==> src/rtl/sync_filter_pkg.sv <==
// Shared types and default constants for the synchronized edge filter.
package sync_filter_pkg;

    localparam int DEFAULT_FILTER_CYCLES = 4;
    localparam int DEFAULT_CNT_WIDTH     = 16;

    // Debounce FSM states: two stable levels and two qualification states.
    typedef enum logic [1:0] {
        LOW        = 2'd0,
        CHECK_HIGH = 2'd1,
        HIGH       = 2'd2,
        CHECK_LOW  = 2'd3
    } filter_state_t;

endpackage

==> src/rtl/sync_edge_filter_sat_counter.sv <==
// Saturating event counter with synchronous clear and a sticky saturation flag.
// A clear that coincides with an increment keeps the event, so the count restarts at 1.
module sat_counter #(
    parameter int WIDTH = 16
) (
    input  logic             clk,
    input  logic             rst_n,
    input  logic             inc,
    input  logic             clr,
    output logic [WIDTH-1:0] count,
    output logic             sat
);

    localparam logic [WIDTH-1:0] COUNT_MAX = '1;

    logic [WIDTH-1:0] count_next;

    // Next count: clear wins over holding, but never drops a coincident increment.
    always_comb begin
        count_next = count;
        if (clr) begin
            count_next = inc ? WIDTH'(1) : '0;
        end else if (inc && (count != COUNT_MAX)) begin
            count_next = count + WIDTH'(1);
        end
    end

    // Count register and sticky flag, which rises on the same edge the count reaches all-ones.
    always_ff @(posedge clk) begin
        if (!rst_n) begin
            count <= '0;
            sat   <= 1'b0;
        end else begin
            count <= count_next;
            sat   <= clr ? 1'b0 : (sat | (count_next == COUNT_MAX));
        end
    end

endmodule

==> src/rtl/sync_edge_filter.sv <==
// Debounce filter for an already-synchronized level.
// A level change is accepted only after FILTER_CYCLES consecutive differing samples.
// Accepted changes produce registered rise/fall strobes, and accepted rises are counted.
module sync_edge_filter
    import sync_filter_pkg::*;
#(
    parameter int FILTER_CYCLES = DEFAULT_FILTER_CYCLES,
    parameter int CNT_WIDTH     = DEFAULT_CNT_WIDTH
) (
    input  logic                 clk,
    input  logic                 rst_n,
    input  logic                 signal_in,
    input  logic                 clear_count,
    output logic                 level_out,
    output logic                 rise_pulse,
    output logic                 fall_pulse,
    output logic [CNT_WIDTH-1:0] edge_count,
    output logic                 count_sat
);

    localparam int STAB_W = $clog2(FILTER_CYCLES + 1);
    // Value the stability counter holds when the current sample completes qualification.
    localparam logic [STAB_W-1:0] STAB_LAST = STAB_W'(FILTER_CYCLES - 1);
    localparam logic [STAB_W-1:0] STAB_ONE  = STAB_W'(1);
    // With a single-sample filter the qualification states are skipped entirely.
    localparam bit SINGLE_SAMPLE = (FILTER_CYCLES == 1);

    filter_state_t     state, state_next;
    logic [STAB_W-1:0] stab_cnt, stab_next;
    logic              level_next, rise_next, fall_next;

    // FSM state and stability counter registers.
    always_ff @(posedge clk) begin
        if (!rst_n) begin
            state    <= LOW;
            stab_cnt <= '0;
        end else begin
            state    <= state_next;
            stab_cnt <= stab_next;
        end
    end

    // Next-state logic: the first differing sample counts as one, a matching sample abandons.
    always_comb begin
        state_next = state;
        stab_next  = stab_cnt;
        case (state)
            LOW: begin
                if (signal_in) begin
                    if (SINGLE_SAMPLE) begin
                        state_next = HIGH;
                        stab_next  = '0;
                    end else begin
                        state_next = CHECK_HIGH;
                        stab_next  = STAB_ONE;
                    end
                end
            end
            CHECK_HIGH: begin
                if (!signal_in) begin
                    state_next = LOW;
                    stab_next  = '0;
                end else if (stab_cnt == STAB_LAST) begin
                    state_next = HIGH;
                    stab_next  = '0;
                end else begin
                    stab_next = stab_cnt + STAB_ONE;
                end
            end
            HIGH: begin
                if (!signal_in) begin
                    if (SINGLE_SAMPLE) begin
                        state_next = LOW;
                        stab_next  = '0;
                    end else begin
                        state_next = CHECK_LOW;
                        stab_next  = STAB_ONE;
                    end
                end
            end
            CHECK_LOW: begin
                if (signal_in) begin
                    state_next = HIGH;
                    stab_next  = '0;
                end else if (stab_cnt == STAB_LAST) begin
                    state_next = LOW;
                    stab_next  = '0;
                end else begin
                    stab_next = stab_cnt + STAB_ONE;
                end
            end
            default: begin
                state_next = LOW;
                stab_next  = '0;
            end
        endcase
    end

    // Output decode: strobes only on accepted transitions, never on an abandoned check.
    always_comb begin
        level_next = level_out;
        rise_next  = 1'b0;
        fall_next  = 1'b0;
        if ((state_next == HIGH) && ((state == CHECK_HIGH) || (state == LOW))) begin
            level_next = 1'b1;
            rise_next  = 1'b1;
        end else if ((state_next == LOW) && ((state == CHECK_LOW) || (state == HIGH))) begin
            level_next = 1'b0;
            fall_next  = 1'b1;
        end
    end

    // Registered filtered level and edge strobes.
    always_ff @(posedge clk) begin
        if (!rst_n) begin
            level_out  <= 1'b0;
            rise_pulse <= 1'b0;
            fall_pulse <= 1'b0;
        end else begin
            level_out  <= level_next;
            rise_pulse <= rise_next;
            fall_pulse <= fall_next;
        end
    end

    sat_counter #(
        .WIDTH(CNT_WIDTH)
    ) u_rise_count (
        .clk  (clk),
        .rst_n(rst_n),
        .inc  (rise_pulse),
        .clr  (clear_count),
        .count(edge_count),
        .sat  (count_sat)
    );

endmodule
==> config.mk <==
export PLATFORM = sky130hd
export DESIGN_NAME = sync_edge_filter
export DESIGN_NICKNAME = d
export VERILOG_FILES = /design/src/rtl/sync_filter_pkg.sv /design/src/rtl/sync_edge_filter_sat_counter.sv /design/src/rtl/sync_edge_filter.sv
export SDC_FILE = /design/constraint.sdc
export NUM_CORES = 1
export LEC_CHECK = 0
export CAP_MARGIN = 20
export CORE_ASPECT_RATIO = 1.4
export CORE_UTILIZATION = 50
export CTS_CLUSTER_SIZE = 20
export DETAILED_ROUTE_END_ITERATION = 8
export PLACE_DENSITY = 0.76
export SYNTH_ARGS = -nofsm -noshare
export SYNTH_HDL_FRONTEND = slang
export SYNTH_SLANG_ARGS = --single-unit
==> constraint.sdc <==
create_clock -name clk -period 5.2 [get_ports clk]
set_input_delay 1.56 -clock clk [delete_from_list [all_inputs] [get_ports clk]]
set_output_delay 1.56 -clock clk [all_outputs]
set_load 0.005 [all_outputs]
==> flow_summary_export.csv <==
group,metric,value,unit
status,status,"completed",
clocking,cts_tree,"yes",
worst_setup_path,critPathCaptureType,"flip-flop",
global_routing,grtUsageTotal,0.211,
worst_setup_path,cp-start-kind,"input pin",
timing,fin_tns_setup,0,ns
yosys,synthCells,166,
routing,wl_per_cell,12.5,um
timing,grt_setup_unrepaired,"false",
power,p_seq_frac,0.669,
timing,final_max_slew_viol_count,0,
cells_and_area,fillers,258,
cells_and_area,area_growth,17.0,%
yosys,synth-main-ff-cell,"dfxtp_1",
yosys,yosysSeqAreaShare,0.362,
clocking,htreeDepth,1,
clocking,cts_made_buffers,3,
worst_setup_path,rr_endpoint,"u_rise_count.sat",
cells_and_area,antennaDiodeCount,0,
cells_and_area,regArea,500,um^2
yosys,post_synth.cell_area_avg,8.32,um^2
power,leakage,0.508,nW
clocking,clk_path_buf_depth,2,
routing,drc,0,
floorplan,ios,24,
routing,initialDrtViolationCount,16,
worst_setup_path,path_class,"input pin to flip-flop",
global_routing,grt_pass1_vias,1108,
worst_setup_path,cp.arrival,3.30,ns
power,power_density,180,nW/um^2
timing,maxSlewHeadroom,0.545,
hold_path,hold_class,"flip-flop to flip-flop",
global_routing,grt_max_degree,18,
yosys,yosys_warnings,0,
power,power.share.clock,0.291,
floorplan,core,2620,um^2
timing,worst_slew_pin_slew,0.676,ns
global_routing,grt_overflow,0,
job,cap_violations,0,
clocking,worst_skew_pair.late_latency,0.31,ns
yosys,synth-seq-cells,25,
routing,num_vias,1229,
hold_path,hold_end,"stab_cnt[2]",
clocking,post_cts_buffers,0,
worst_setup_path,worstReg2RegStart,"u_rise_count.count[0]",
yosys,synth_edf_count,0,
worst_setup_path,crit_chain,"clkdlybuf4s50_1, or2b_2, or4_1, o22ai_2",
power,swShare,0.213,
routing,ant_nets,0,
global_routing,antenna_found_initial,0,
yosys,ys_async_sr_fraction,0,
power,peakVddDrop,0.000148,V
routing,drt_first_pass_iters,4,
power,p_int,229,uW
cells_and_area,nets,194,
cells_and_area,multi_input_area,796,um^2
timing,period_needed,3.05,ns
floorplan,die_area,2980,um^2
floorplan,die_h,64.2,um
clocking,root_buffer,"clkbuf_4",
timing,fmax,328,MHz
yosys,synth_nets,172,
placement,post-place-cells,219,
cells_and_area,layout-drive-gt1-share,0.0588,
placement,dp_hpwl,2.18,mm
cells_and_area,postLayoutCellArea,1620,um^2
worst_setup_path,critPathLaunch,"rst_n",
yosys,synth_area,1380,um^2
worst_setup_path,cp.required,5.45,ns
timing,hold_violations,0,
worst_setup_path,ff2ff_path_depth,7,
global_routing,grt_pass1_wl,4.66,mm
clocking,clkSinkCount,25,
worst_setup_path,r2r_setup_slack,2.55,ns
power,p_comb_frac,0.040,
placement,numPortBuffers,23,
clocking,post_cts_resized,0,
placement,place_area,1590,um^2
routing,wirelength,2.78,mm
worst_setup_path,slowest_stage,"clkdlybuf4s50_1",
timing,finalSetupViolCount,0,
timing,fin_crit_sh,0.586,
clocking,hold_buffers,0,
routing,viasPerCell,5.51,
hold_path,hold_depth,1,
hold_path,holdCritStartpoint,"stab_cnt[2]",
clocking,clk_pin_slew,0.13,ns
power,p_switching,62.0,uW
worst_setup_path,slowest_delay,0.59,ns
placement,place.gp.congestion,0.890,
cells_and_area,instances_no_fill,223,
timing,finClkSkew,0.00214,ns
worst_setup_path,critPathMaxFanout,17,
floorplan,initial_core_util,0.528,
yosys,synth_cell_types,41,
floorplan,dieWidth,46.4,um
floorplan,rows,22,
[power by group through the flow]
stage	combinational, mW	clock [mW]	sequential (mW)
finish	0.0116	0.0845	0.195
global route	0.0133	0.0931	0.195
CTS	0.0118	0.0866	0.195
detailed placement	0.0117	0	0.199
global placement	0.0112	0	0.199
floorplan	0.00647	0	0.199
[logic make-up (layout without fill, tap and decap cells)]
group / count (synthesis) / count (layout) / share of synthesized area
adder cells (fa/ha/maj): 2 / 2 / 0.0181
AND/OR/NAND/NOR: 89 / 89 / 0.344
buffers and inverters: 11 / 32 / 0.0616
XOR/XNOR: 13 / 13 / 0.0824
AO/OA/AOI/OAI: 26 / 26 / 0.131
flip-flops: 25 / 25 / 0.362
[layout make-up]
class,instances,area share
multi-input combinational,130,0.492
inverter,5,0.0116
timing repair buffer,23,0.142
tap,36,0.0279
clock buffer,4,0.0163
sequential,25,0.310
[placed cells by master (no fill, tap or decap), drive strengths merged]
cell type | netlist | routed
nand3 | 5 | 5
clkbuf | 5 | 4
nand4b | 2 | 2
ha | 2 | 2
o41a | 1 | 1
o311ai | 1 | 1
o2111a | 1 | 1
a21boi | 3 | 3
clkdlybuf4s50 | 0 | 23
or3 | 2 | 2
a211oi | 1 | 1
and4 | 3 | 3
o21bai | 1 | 1
o21ai | 6 | 6
o22ai | 1 | 1
o31ai | 1 | 1
nand3b | 3 | 3
and4b | 1 | 1
nor3b | 2 | 2
o211a | 1 | 1
a41o | 1 | 1
nand4 | 6 | 6
a21oi | 6 | 6
xor2 | 5 | 5
nor3 | 6 | 6
or2b | 1 | 1
nor4 | 3 | 3
xnor2 | 8 | 8
inv | 5 | 5
a31oi | 2 | 2
nand2 | 24 | 24
and3 | 2 | 2
nor2 | 23 | 23
or4 | 3 | 3
or2 | 2 | 2
dfxtp | 25 | 25
and2 | 1 | 1
[worst max path at each step]
stage                  endpoint  slack, ns
2_1_floorplan  u_rise_count.sat       2.54
3_3_place_gp   u_rise_count.sat       1.85
3_5_place_dp   u_rise_count.sat       1.81
4_1_cts        u_rise_count.sat       2.14
5_1_grt        u_rise_count.sat       2.07
6_report       u_rise_count.sat       2.15
[synthesized netlist by cell type (2+ instances only)]
master / n / area [um^2]
nor3b_1: 2 / 15.0
a21oi_1: 6 / 30.0
or2_2: 2 / 12.5
nor2_1: 23 / 86.3
xor2_1: 5 / 43.8
and3_1: 2 / 12.5
inv_1: 5 / 18.8
clkbuf_8: 4 / 55.1
nand2_1: 24 / 90.1
a21boi_0: 3 / 22.5
or4_1: 2 / 15.0
nand4_1: 5 / 31.3
nand3_1: 5 / 25.0
nor4_1: 3 / 18.8
ha_1: 2 / 25.0
nand3b_1: 3 / 22.5
and4_1: 2 / 17.5
o21ai_0: 6 / 30.0
dfxtp_1: 25 / 500
a31oi_1: 2 / 12.5
xnor2_1: 8 / 70.1
or3_1: 2 / 12.5
nor3_1: 6 / 30.0
nand4b_1: 2 / 17.5
[metrics by stage]
stage | setup slack [ns] | total power [mW] | hold WS [ns] | utilization
final | 2.15 | 0.291 | 0.483 | 0.618
after global routing | 2.07 | 0.301 | 0.492 | 0.618
after CTS | 2.14 | 0.293 | 0.486 | 0.618
after detailed placement | 1.81 | 0.211 | 0.468 | 0.608
after global placement | 1.85 | 0.210 | 0.465 | 0.608
after floorplan | 2.54 | 0.205 | 0.445 | -
[flip-flops by register name, summed over array words and instances (netlist names)]
| name | flops |
|---|---|
| fall_pulse | 1 |
| level_out | 1 |
| rise_pulse | 1 |
| stab_cnt | 3 |
| state | 2 |
| u_rise_count.count | 16 |
| u_rise_count.sat | 1 |
[metal layers]
metal	GRT usage	wire [um]	vias to the layer above
met2	0.356	1530	17
met3	0.0254	47	4
met4	0.0956	49	0
li1	-	-	634
met1	0.251	1160	574
met5	0	0	-
[worst max-delay path: cells and delay by family]
| family | cells | cell delay (ns) |
|---|---|---|
| simple gates | 2 | 1.05 |
| buf+inv | 1 | 0.59 |
| compound gates | 1 | 0.09 |
Note: power is estimated with default switching activity, not from simulation.
